==> src/rtl/cmd_dispatch_queue.sv <==
// cmd_dispatch_queue
//   Collects commands from NCH source channels through a round-robin arbiter,
//   stores well-formed ones in a 2^DEPTH_LOG2-entry FIFO, and presents the
//   head entry to a list engine through a two-state exec FSM.
//
// Ports
//   aclk, areset            clock, asynchronous active-high reset
//   req_valid_in[NCH]       per-channel request, held until accepted
//   req_op_in[4*NCH]        per-channel one-hot op (slice c = bits 4c+3:4c)
//   req_payload_in[..]      per-channel payload (slice c)
//   req_ready_out[NCH]      combinational accept strobe, at most one bit set
//   exec_valid_out/op/payload  head command while the FSM is in EXEC
//   exec_done_in            completion pulse from the list engine
//   count_out, full_out, empty_out  FIFO occupancy
//   drop_count_out          saturating count of rejected (non-one-hot) ops
//
// Exec FSM
//   state  | meaning
//   S_IDLE | nothing presented; waits for a non-empty queue
//   S_EXEC | head entry presented; waits for exec_done_in, then pops
module cmd_dispatch_queue #(
  parameter int NCH        = 4,
  parameter int DEPTH_LOG2 = 4,
  parameter int PAYLOAD_W  = 38
) (
  input  logic                      aclk,
  input  logic                      areset,
  input  logic [NCH-1:0]            req_valid_in,
  input  logic [4*NCH-1:0]          req_op_in,
  input  logic [PAYLOAD_W*NCH-1:0]  req_payload_in,
  output logic [NCH-1:0]            req_ready_out,
  output logic                      exec_valid_out,
  output logic [3:0]                exec_op_out,
  output logic [PAYLOAD_W-1:0]      exec_payload_out,
  input  logic                      exec_done_in,
  output logic [DEPTH_LOG2:0]       count_out,
  output logic                      full_out,
  output logic                      empty_out,
  output logic [15:0]               drop_count_out
);

  localparam int DEPTH = 1 << DEPTH_LOG2;
  localparam int RR_W  = (NCH > 1) ? $clog2(NCH) : 1;
  localparam int ENT_W = 4 + PAYLOAD_W;

  typedef enum logic {S_IDLE = 1'b0, S_EXEC = 1'b1} state_t;

  state_t                r_state;
  state_t                w_state_nxt;
  logic [ENT_W-1:0]      r_mem [DEPTH];
  logic [DEPTH_LOG2:0]   r_wr_ptr;
  logic [DEPTH_LOG2:0]   r_rd_ptr;
  logic [RR_W-1:0]       r_rr_ptr;
  logic [15:0]           r_drop_cnt;

  logic                  w_grant_vld;
  logic [RR_W-1:0]       w_grant_idx;
  logic [3:0]            w_grant_op;
  logic [PAYLOAD_W-1:0]  w_grant_pl;
  logic                  w_op_ok;
  logic                  w_push;
  logic                  w_drop;
  logic                  w_pop;
  logic [ENT_W-1:0]      w_head;

  // Pointers carry one extra MSB, so the difference is the occupancy directly.
  assign count_out      = r_wr_ptr - r_rd_ptr;
  assign full_out       = (count_out == (DEPTH_LOG2+1)'(DEPTH));
  assign empty_out      = (count_out == '0);
  assign drop_count_out = r_drop_cnt;

  // Round-robin search from r_rr_ptr: scanning offsets high to low lets the
  // lowest offset with a request win. No grant while full or in reset.
  always_comb begin
    w_grant_vld = 1'b0;
    w_grant_idx = '0;
    for (int i = NCH - 1; i >= 0; i--) begin
      if (req_valid_in[(int'(r_rr_ptr) + i) % NCH]) begin
        w_grant_vld = 1'b1;
        w_grant_idx = RR_W'((int'(r_rr_ptr) + i) % NCH);
      end
    end
    if (full_out || areset) w_grant_vld = 1'b0;
  end

  assign w_grant_op    = req_op_in[int'(w_grant_idx)*4 +: 4];
  assign w_grant_pl    = req_payload_in[int'(w_grant_idx)*PAYLOAD_W +: PAYLOAD_W];
  assign w_op_ok       = $onehot(w_grant_op);
  assign w_push        = w_grant_vld && w_op_ok;
  assign w_drop        = w_grant_vld && !w_op_ok;
  assign w_pop         = (r_state == S_EXEC) && exec_done_in;
  assign req_ready_out = w_grant_vld ? (NCH'(1) << w_grant_idx) : '0;

  // Storage is deliberately left out of reset.
  always_ff @(posedge aclk) begin
    if (w_push) r_mem[r_wr_ptr[DEPTH_LOG2-1:0]] <= {w_grant_op, w_grant_pl};
  end

  always_ff @(posedge aclk or posedge areset) begin
    if (areset) begin
      r_wr_ptr   <= '0;
      r_rd_ptr   <= '0;
      r_rr_ptr   <= '0;
      r_drop_cnt <= '0;
    end else begin
      if (w_push) r_wr_ptr <= r_wr_ptr + 1'b1;
      if (w_pop)  r_rd_ptr <= r_rd_ptr + 1'b1;
      // Rejected requests are still grants, so they advance the pointer too.
      if (w_grant_vld)
        r_rr_ptr <= (w_grant_idx == RR_W'(NCH - 1)) ? '0 : w_grant_idx + 1'b1;
      if (w_drop && (r_drop_cnt != 16'hFFFF))
        r_drop_cnt <= r_drop_cnt + 16'd1;
    end
  end

  always_ff @(posedge aclk or posedge areset) begin
    if (areset) r_state <= S_IDLE;
    else        r_state <= w_state_nxt;
  end

  always_comb begin
    w_state_nxt = r_state;
    case (r_state)
      S_IDLE:  if (!empty_out)   w_state_nxt = S_EXEC;
      S_EXEC:  if (exec_done_in) w_state_nxt = S_IDLE;
      default: w_state_nxt = S_IDLE;
    endcase
  end

  // The read pointer only moves on the edge that leaves EXEC, so the head
  // stays stable for the whole state.
  assign w_head = r_mem[r_rd_ptr[DEPTH_LOG2-1:0]];

  always_comb begin
    exec_valid_out   = 1'b0;
    exec_op_out      = '0;
    exec_payload_out = '0;
    if (r_state == S_EXEC) begin
      exec_valid_out   = 1'b1;
      exec_op_out      = w_head[ENT_W-1 -: 4];
      exec_payload_out = w_head[PAYLOAD_W-1:0];
    end
  end

endmodule

==> config.mk <==
export PLATFORM = sky130hd
export DESIGN_NAME = cmd_dispatch_queue
export DESIGN_NICKNAME = d
export VERILOG_FILES = /design/src/rtl/cmd_dispatch_queue.sv
export SDC_FILE = /design/constraint.sdc
export NUM_CORES = 1
export LEC_CHECK = 0
export ABC_AREA = 0
export BUFFER_PORTS_ARGS = -buffer_cell sky130_fd_sc_hd__clkbuf_2
export CAP_MARGIN = 5
export CORE_MARGIN = 4
export CORE_UTILIZATION = 64
export DETAILED_ROUTE_END_ITERATION = 7
export PLACE_DENSITY = 0.94
export REMOVE_ABC_BUFFERS = 1
export SYNTH_ARGS = -nofsm -noshare
export SYNTH_HDL_FRONTEND = slang
export SYNTH_SLANG_ARGS = --single-unit
export TNS_END_PERCENT = 1
==> constraint.sdc <==
create_clock -name aclk -period 21.3 [get_ports aclk]
set_input_delay 3.195 -clock aclk [delete_from_list [all_inputs] [get_ports aclk]]
set_output_delay 3.195 -clock aclk [all_outputs]
set_load 0.01 [all_outputs]
== Word level (Yosys, flattened, before mapping) ==
Memory sizes are Yosys's and may differ from the RTL's.
Cells that the tools add are included.
Word-level totals
  register bits: 29
  latch bits: 0
  memory bits (writable): 672
  memory bits (read-only): 0
  word-level logic and storage cells: 73
  memories kept: 1
Memories
  r_mem: depth 16, bits a word 42, read ports 1, clocked after Yosys merged registers in 0, write ports 1, line 50  | logic [ENT_W-1:0] r_mem [DEPTH];
Cells by class
  $add $sub $neg: 11
  multipliers: 1
  divide/modulo/power cells: 0
  order comparisons: 4
  equality and inequality tests: 4
  shift-type cells: 3
  muxes and demuxes: 30
  bitwise operators: 4
  reductions and logical operators: 10
Operator list (number)
  $shiftx A152 B9 Y38: 1
  $mux W38: 1
  $mux W1: 17
  $add A16 B1 Y16 const B: 1
  $ne A16 B16 Y1 const B: 1
  $shiftx A16 B5 Y4: 1
  $lt A3 B4 Y1 const B: 3
  $add A5 B1 Y5 const B: 2
  $mux W2: 5
  $bmux W1 S2: 4
  $mux W4: 2
  $mul A2 B5 Y7 const B: 1
  $reduce_or A2 Y1: 3
  $eq A5 B5 Y1 const B: 1
  $logic_not A5 Y1: 1
  $sub A5 B5 Y5: 1
  $add A1 B1 Y2: 2
  $add A2 B1 Y2 const B: 2
  $add A2 B2 Y2 const B: 2
  $logic_and A1 B1 Y1: 4
  $shl A1 B2 Y4 const A: 1
  $add A2 B2 Y3: 1
  $and A1 B1 Y1 const A: 3
  $eq A3 B1 Y1 const B: 1
  6 further kinds: 6

== Depth between registers and ports, before layout ==
Gate-level depths: netlist of the first run.
  depth after elaboration: 17
  mapped depth: 18
  mapped depth without buffers: 15

== Least setup slack after synthesis of the first run ==
OpenSTA, ideal clock, no wires.
  kind: input-to-reg
  start: in req_valid_in[0]
  end: mem r_mem[3][0] in the netlist's numbering, enable pin
  arrival time: 9233 ps
  required time: 20807 ps
  path slack: 11574 ps
  stages: 16
  buffers on the path: 4
  cells stage by stage: a21oi_1 a2bb2oi_1 buf_2 buf_4 buf_2 a211oi_1 a21oi_1 fa_1 ha_1 ha_1 nor2_1 nand3_1 a21oi_1 buf_2 nand2_1 nor3_1
On the way
  cells in the longest elaborated chain, start to end: 14
  elaborated cells on any way between the ends: 28
Ends and longest elaborated chain
  from (decl): line 28  | input logic [NCH-1:0] req_valid_in,
  $bmux W1 S2: line 78  | if (req_valid_in[(int'(r_rr_ptr) + i) % NCH]) begin
  $mux W1 (implied by the code) (2 in series): line 78
  $mux W2 (3 in series): line 78
  $mux W2 (*): line 78
  $shiftx A16 B5 Y4 (*): line 86  | assign w_grant_op = req_op_in[int'(w_grant_idx)*4 +: 4];
  net w_grant_op[3]: line 58  | logic [3:0] w_grant_op;
  $add A1 B1 Y2 (implied by the code) (*): line 88  | assign w_op_ok = $onehot(w_grant_op);
  $add A2 B2 Y3 (implied by the code) (*): line 88
  $eq A3 B1 Y1 (*): line 88
  $logic_and A1 B1 Y1 (*): line 89  | assign w_push = w_grant_vld && w_op_ok;
  $mux W1 (*): line 96  | if (w_push) r_mem[r_wr_ptr[DEPTH_LOG2-1:0]] <= {w_grant_op, w_grant_pl};
  $mux W1 (implied by the code) (*): line 96
  to (decl): line 50
The timed path passes the listed nets; every way through them passes the cells marked *. The select of a mux whose other input is x is not followed.

== Final worst setup path of the first run ==
  start: in req_valid_in[0]
  end: mem r_mem[13][4] in the netlist's numbering, enable pin
The elaborated chain is that of the path after synthesis.

==> results.md, run 1 <==
* Run status: finished, final reports clean
* Clk Latency, worst-skew pair at 590 ps
* Total number of vias at 16,900
* Yosys top cell area share at 0.700
* TNS Setup at 0 ps
* Worst Skew at 16.3 ps
* Count leader, synth: edfxtp_1
* Core Rows at 77
* Pre-antenna DRT Iters at 6
* Sink Count at 701
* Tmin final at 9200 ps
* ANT cells at 0
* Register area share after synthesis at 0.725
* Relative slew slack at 0.0736
* Critical path startpoint: req_valid_in[0]
* Filler cells at 2,333
* Antenna violations before repair at 0
* Starting Density at 0.649
* WL/cell at 30.9 µm
* Max Cap Violations at 0
* Crit path max fanout at 72
* Ys async rst share at 0.0414
* R2R Path Start: r_rr_ptr[1]$_DFFE_PP0P_
* Hold path startpoint: r_wr_ptr[4]$_DFFE_PP0P_
* Die H at 220 µm
* First-pass GRT wire length at 111,000 µm
* VDD IR max at 0.179 mV
* Drt via density at 6.91
* Number of global-route vias before repair at 17,400
* TritonCTS clock tree: built
* Fraction of layout cells with a size suffix above 1 at 0.318
* Pwr Density at 145 nW/µm²
* Top cell type by total area after synthesis: edfxtp_1
* Hold buffer count at CTS at 0
* Crit share post-route at 0.432
* Die Area at 48,500 µm²
* DRT antenna net count at 0
* Clock buffer depth at 3
* Placed Cells incl. Taps at 2,304
* Residual DRC count at 0
* Worst setup EP type: flop
* Post-synth top cells: 672 x edfxtp_1, 181 x nand2_1, 168 x mux4_2, 59 x and3_1, 49 x a21oi_1
* Crit path arrival time at 9430 ps
* Post-route setup slack at 12,100 ps
* Cts repair resizes at 0
* Global Route Usage Sum at 0.312
* First DRT Iteration DRCs at 2,600
* Measured slew at the worst slew-check pin at 1390 ps
* Final non-filler cell total at 2,444
* Hold slack final at 487 ps
* WL final at 75,500 µm
* YS warnings at 0
* H-tree depth at 3
* Final Net Count at 1,991
* Leakage power at 11.3 nW
* Unique cell type count in the Yosys netlist at 47
* # port buffers at 244
* Slew Viols, Final at 0
* Final Hold Fails at 0
* Synth Area per Inst at 18.7 µm²
* Synthesized instance count at 1,545
* Flops & latches, synth at 701
* CP startpoint kind: primary input
* Fin util at 0.740
* Pin count of the biggest net entering global routing at 73
* EDFF count, synth at 672
* Worst-path clk slew at 60 ps
* Inserted Clock Buffers at 69
* Mapped Area at 28,800 µm²
* Max Clock Freq at 109 MHz
* Io pins at 245
* Grt ovf at 0
* Largest cells by area after synthesis: edfxtp_1 70%, mux4_2 13%, dfrtp_1 2.5%
* Routability cong. at 0.800
* Pre-CTS setup slack at 11,630 ps
* Root Buffer: clkbuf_16
* DPL Wire Length at 39,400 µm
* Setup-failing EPs final at 0
* RSZ-0062 raised after global routing: false
* Die width at 220 µm
* Top FF cell, synth: edfxtp_1
* Critical path required time at 21,530 ps
* Core area at 44,400 µm²
* Setup Fix Bufs, Post-CTS at 0
* Crit Path Class: primary input to flop
* Area delta synth->final at 13.9%
* Worst min path class: flop to flop
sequential cells by signal, indices dropped and copies added (netlist names):
register	cells
r_mem	672
drop_count_out	16
r_state	1
r_rd_ptr	5
r_rr_ptr	2
r_wr_ptr	5
critical path: stages:
cell and delay (ps):
clkbuf_2 120, a21oi_1 280, a2bb2oi_4 170, buf_4 680
mux2i_1 180, a21oi_1 930, fa_1 580, ha_1 200
ha_1 300, nor2_1 150, nand3_1 110, a21oi_1 1060
and3_2 940, buf_4 510
layout make-up:
class | instances | area, µm² | share of cell area
tap | 592 | 741 | 0.0225
multi-input combinational | 734 | 7460 | 0.227
timing repair buffer | 278 | 1500 | 0.0457
clock buffer | 88 | 1870 | 0.0570
clock inverter | 37 | 304 | 0.00926
sequential | 701 | 20900 | 0.637
inverter | 14 | 52.6 | 0.00160
report_power, final:
group	internal [mW]	switching, mW	total (mW)	leakage, nW
Clock	0.674	0.521	1.19	1.05
Combinational	0.599	1.03	1.63	3.88
Sequential	1.83	0.100	1.93	6.39
Total	3.10	1.65	4.75	11.3
layout by cell type, fill, tap and decap left out, types with 8 or more instances in the layout:
| cell type | instances |
|---|---|
| and3_1 | 45 |
| dfrtp_1 | 25 |
| ha_1 | 16 |
| and3_2 | 14 |
| nor2b_1 | 44 |
| nand4_1 | 11 |
| edfxtp_1 | 672 |
| clkinv_1 | 13 |
| clkbuf_16 | 72 |
| a311oi_1 | 42 |
| clkbuf_2 | 244 |
| mux4_2 | 168 |
| nand2_1 | 181 |
| nor2_1 | 9 |
| xor2_1 | 9 |
| clkbuf_1 | 15 |
| buf_4 | 32 |
| inv_1 | 10 |
| a21oi_1 | 42 |
| xnor2_1 | 18 |
| clkinv_2 | 11 |
| a211oi_1 | 42 |
| a21oi_2 | 8 |
| mux2i_1 | 44 |
kinds of logic (layout without fill, tap and decap cells):
logic type / count (synthesis) / after routing / synth area share
buffers and inverters: 110 / 417 / 0.0187
muxes: 214 / 214 / 0.147
AOI/OAI and AO/OA: 139 / 139 / 0.0342
adders and majority gates: 18 / 18 / 0.00833
DFF: 701 / 701 / 0.725
xor gates and xnor gates: 27 / 27 / 0.00820
and+or+nand+nor: 336 / 336 / 0.0581
metrics by stage:
step	instance area (µm²)	power, mW
5_1_grt	32800	4.92
3_3_place_gp	30500	3.38
6_report	32800	4.75
4_1_cts	32700	4.71
3_5_place_dp	30500	3.49
2_1_floorplan	28300	3.09
metal layers:
| layer | part of all wire | up-vias | GRT usage |
|---|---|---|---|
| li1 | - | 6729 | - |
| met1 | 0.34 | 8410 | 0.395 |
| met2 | 0.51 | 1433 | 0.531 |
| met3 | 0.099 | 305 | 0.0547 |
| met4 | 0.054 | 0 | 0.148 |
| met5 | 0 | - | 0 |
path summary, 6_finish.rpt:
| path | depth (start not counted) | slack [ps] | end |
|---|---|---|---|
| worst min-delay path | 1 | 490 | r_wr_ptr[4]$_DFFE_PP0P_ |
| worst max register to register | 14 | 14440 | r_mem[13][4]$_DFFE_PP_ |
| worst max-delay path | 14 | 12100 | r_mem[13][4]$_DFFE_PP_ |
| min in group asynchronous | 2 | 2940 | drop_count_out[9]$_DFFE_PP0P_ |
| worst min register to register | 1 | 490 | r_wr_ptr[4]$_DFFE_PP0P_ |
| max in group asynchronous | 2 | 17550 | r_rd_ptr[1]$_DFFE_PP0P_ |
Power figures use the tool's default switching activity.
==> inputs of run 2 (changes only) <==
--- a/config.mk
+++ b/config.mk
@@ -5,13 +5,13 @@
 export SDC_FILE = /design/constraint.sdc
 export NUM_CORES = 1
 export LEC_CHECK = 0
-export ABC_AREA = 0
+export ABC_AREA = 1
 export BUFFER_PORTS_ARGS = -buffer_cell sky130_fd_sc_hd__clkbuf_2
 export CAP_MARGIN = 5
 export CORE_MARGIN = 4
-export CORE_UTILIZATION = 64
+export CORE_UTILIZATION = 60
 export DETAILED_ROUTE_END_ITERATION = 7
-export PLACE_DENSITY = 0.94
+export PLACE_DENSITY = 0.89
 export REMOVE_ABC_BUFFERS = 1
 export SYNTH_ARGS = -nofsm -noshare
 export SYNTH_HDL_FRONTEND = slang
==> constraint.sdc (replaced) <==
create_clock -name aclk -period 9 [get_ports aclk]
set_input_delay 1.35 -clock aclk [delete_from_list [all_inputs] [get_ports aclk]]
set_output_delay 1.35 -clock aclk [all_outputs]
set_load 0.01 [all_outputs]
==> run 2 against run 1 <==
Effect of this change: register-to-register slack got worse by 12000 ps; largest power group is now combinational logic; synthesized area increased by 5.6%; synthesized cell count increased by 77%; combinational power increased to 4.1 times the previous value; global-route usage decreased by 1.6 points; critical path depth increased by 7.
==> results.md, run 2 <==
* Metal2 WL at 40,600 µm (+5.1%)
* Slowest cell delay on critical path at 710 ps (-350 ps)
* Switching Fraction at 0.433 (+0.0861)
* First DRT Iteration DRCs at 3,673 (+41%)
* Seq pwr share at 0.379 (-0.027)
* XOR/XNOR share of the synthesized area at 0.00691 (-0.00130)
* Max Cap Violations at 0 (unchanged)
* Slew Viols, Final at 0 (unchanged)
* Tmin final at 6800 ps
* First-pass GRT wire length at 124,000 µm (+12%)
* Highest routed layer: met4
* Slowest cell on crit path: buf_4
* Ys async rst share at 0.0414 (unchanged)
* DRT antenna net count at 0 (unchanged)
* Count leader, synth: edfxtp_1
* Synth Area in Simple Gates at 0.137 (+0.0791)
* Setup-failing EPs final at 0 (unchanged)
* Die Area at 54,400 µm² (+12%)
* Routability cong. at 0.840 (+5.0%)
* Drt via density at 6.36 (-7.9%)
* Io pins at 245 (unchanged)
* Pre-CTS setup slack at 1750 ps (-9890 ps)
* Fraction of layout cells with a size suffix above 1 at 0.142 (-0.176)
* Fin util at 0.683 (-0.0566)
* Filler cells at 3,222 (+38%)
* RSZ-0062 raised after global routing: false
* Hold buffer count at CTS at 0 (unchanged)
* Synthesized instance count at 2,727 (+77%)
* H-tree depth at 3 (unchanged)
* Sink Count at 701 (unchanged)
* Measured slew at the worst slew-check pin at 1180 ps (-206 ps)
* ANT cells at 0 (unchanged)
* Max Clock Freq at 147 MHz
* Starting Density at 0.607 (-0.0425)
* Inserted Clock Buffers at 68 (-1.4%)
* Setup Fix Bufs, Post-CTS at 0 (unchanged)
* Root Buffer: clkbuf_16
* Top FF cell, synth: edfxtp_1
* Global Route Usage Sum at 0.296 (-0.0163)
* Top cell type by total area after synthesis: edfxtp_1
* YS warnings at 0 (unchanged)
* Worst min path class: flop to flop
* Number of global-route vias before repair at 22,500 (+30%)
* Mapped Area at 30,400 µm² (+5.6%)
* Hold slack final at 508 ps (+21.1 ps)
* Crit Path Class: primary input to flop
* Post-synthesis adder-cell area fraction at 0.00789 (-0.000439)
* # port buffers at 244 (unchanged)
* Worst Skew at 21.4 ps (+5.07 ps)
* Most frequent cells in the layout: 672 x edfxtp_1, 406 x nor2_1, 338 x o21ai_0
* Commonest non-fill, non-tap cell in the layout: edfxtp_1
* CP startpoint kind: primary input
* Pre-antenna DRT Iters at 5 (-1)
* CP cell instances: clkbuf_2 -> inv_1 -> nand2_1 -> nand3_1 -> nand2_1 -> inv_2 -> nand2_1 -> nand2_1 -> nand2_4 -> buf_4 -> nand3_1 -> nand3_1 -> nand2_1 -> fa_1 -> ha_1 -> ha_1 -> nor3_1 -> nand3_1 -> buf_4 -> nor2_4 -> buf_4
* CP most frequent cell: nand2_1
* Crit path arrival time at 7040 ps (-2390 ps)
* Die width at 233 µm (+5.9%)
* Crit share post-route at 0.756
* Placed inst area at 32,100 µm² (+5.4%)
* Residual DRC count at 0 (unchanged)
* Antenna violations before repair at 0 (unchanged)
* Crit path max fanout at 84 (+17%)
* Core area at 50,200 µm² (+13%)
* Post-route setup slack at 2200 ps (-9900 ps)
* DPL Wire Length at 44,200 µm (+12%)
* Clk pwr share at 0.183 (-0.068)
* WL met3 at 9720 µm (+30%)
* Pin count of the biggest net entering global routing at 245 (+240%)
* Die H at 233 µm (+5.9%)
* Max reg flops at 672 (unchanged)
* Worst setup EP type: flop
* Flops & latches, synth at 701 (unchanged)
* EDFF count, synth at 672 (unchanged)
* Final non-filler cell total at 3,620 (+48%)
* Synth Area per Inst at 11.2 µm² (-40%)
* VDD IR max at 0.396 mV (+120%)
* Run status: finished, final reports clean
* Final Hold Fails at 0 (unchanged)
* Compound-Gate Fraction of Synth Area at 0.106 (+0.0723)
* Met1 wire length at 28,900 µm (+14%)
* Cts repair resizes at 0 (unchanged)
* Clock buffer depth at 3 (unchanged)
* WL/cell at 22.8 µm (-26%)
* P_sw at 6.57 mW (+300%)
* Internal power at 8.61 mW (+180%)
* Area delta synth->final at 12.6%
* Largest cells by area after synthesis: edfxtp_1 66%, o21ai_0 5.6%, nor2_1 5.0%
* Combinational fraction of design power at 0.438 (+0.096)
* Clk Latency, worst-skew pair at 590 ps (about the same)
* Total power at 15.2 mW (+220%)
* Post-route cell area at 34,300 µm² (+4.3%)
* Core Rows at 82 (+6.5%)
* Pwr Density at 443 nW/µm² (+210%)
* Unique cell type count in the Yosys netlist at 35 (-26%)
* Worst-path clk slew at 60 ps (about the same)
* Total number of vias at 23,000 (+36%)
* Leakage power at 12.8 nW (+13%)
* Multiplexer share of the synthesized area at 0 (-0.147)
* Placed Cells incl. Taps at 3,501 (+52%)
* Grt ovf at 0 (unchanged)
* Register area share after synthesis at 0.687 (-0.0382)
* WL final at 82,600 µm (+9.4%)
* Largest family of logic cells by synthesized area: simple AND/OR/NAND/NOR gates
* Post-synth top cells: 672 x edfxtp_1, 408 x nor2_1, 338 x o21ai_0, 329 x nand2_1, 220 x inv_1
* Yosys top cell area share at 0.663 (-0.0369)
* Relative slew slack at 0.210 (+0.136)
* Final Net Count at 3,092 (+55%)
* TritonCTS clock tree: built
* Critical path required time at 9240 ps (-12,290 ps)
* TNS Setup at 0 ps (unchanged)
## run 2: cell count changes after synthesis, moves of 98 or more
| cell | delta |
|---|---|
| nor2_1 | +399 |
| o21ai_0 | +336 |
| inv_1 | +209 |
| o22ai_1 | +98 |
| nand3_1 | +206 |
| mux4_2 | -168 |
| nand2_1 | +148 |
## run 2: kinds of logic after synthesis
| logic type | Yosys count |
|---|---|
| AND/OR/NAND/NOR | 1005 |
| flip-flops | 701 |
| AO/OA/AOI/OAI | 568 |
| buffers and inverters | 411 |
| XOR/XNOR | 24 |
| adder cells (fa/ha/maj) | 18 |
## run 2: worst max-delay path: cells and delay by family
family	cells	cell delay [ps]
adder cells (fa/ha/maj)	3	1160
buffers and inverters	6	1620
AND/OR/NAND/NOR	12	2850
## run 2: final cells by class
| type | count | area, µm² | share of cell area |
|---|---|---|---|
| flip-flops and latches | 701 | 20900 | 0.610 |
| clock buffers | 83 | 1820 | 0.0532 |
| inverters | 229 | 870 | 0.0254 |
| repair buffers | 284 | 1530 | 0.0448 |
| clock inverters | 36 | 304 | 0.00887 |
| multi-input cells | 1615 | 7990 | 0.233 |
| well taps | 672 | 841 | 0.0245 |
## run 2: metal layers
layer  vias to the layer above  GRT usage
li1                       9962          -
met1                     10900      0.384
met2                      1855      0.491
met3                       315     0.0620
met4                         0      0.119
met5                         -          0
## run 2: worst paths after layout
path | startpoint | endpoint | slack (ps) | depth (start not counted)
min in group asynchronous | areset | r_rr_ptr[0]$_DFFE_PP0P_ | 670 | 2
worst max-delay path | req_valid_in[3] | r_mem[15][40]$_DFFE_PP_ | 2200 | 21
worst min-delay path | r_rd_ptr[4]$_DFFE_PP0P_ | r_rd_ptr[4]$_DFFE_PP0P_ | 510 | 1
max in group asynchronous | areset | r_rd_ptr[0]$_DFFE_PP0P_ | 7720 | 3
worst min register to register | r_rd_ptr[4]$_DFFE_PP0P_ | r_rd_ptr[4]$_DFFE_PP0P_ | 510 | 1
worst max register to register | r_rr_ptr[0]$_DFFE_PP0P_ | r_mem[15][40]$_DFFE_PP_ | 2480 | 20
## run 2: power by group through the flow
stage / Clock [mW] / Combinational, mW / Sequential (mW)
6_report: 2.78 / 6.66 / 5.76
4_1_cts: 2.78 / 6.51 / 5.75
3_3_place_gp: 0 / 5.96 / 5.77
2_1_floorplan: 0 / 3.85 / 5.94
5_1_grt: 2.93 / 7.19 / 5.79
3_5_place_dp: 0 / 6.38 / 5.80
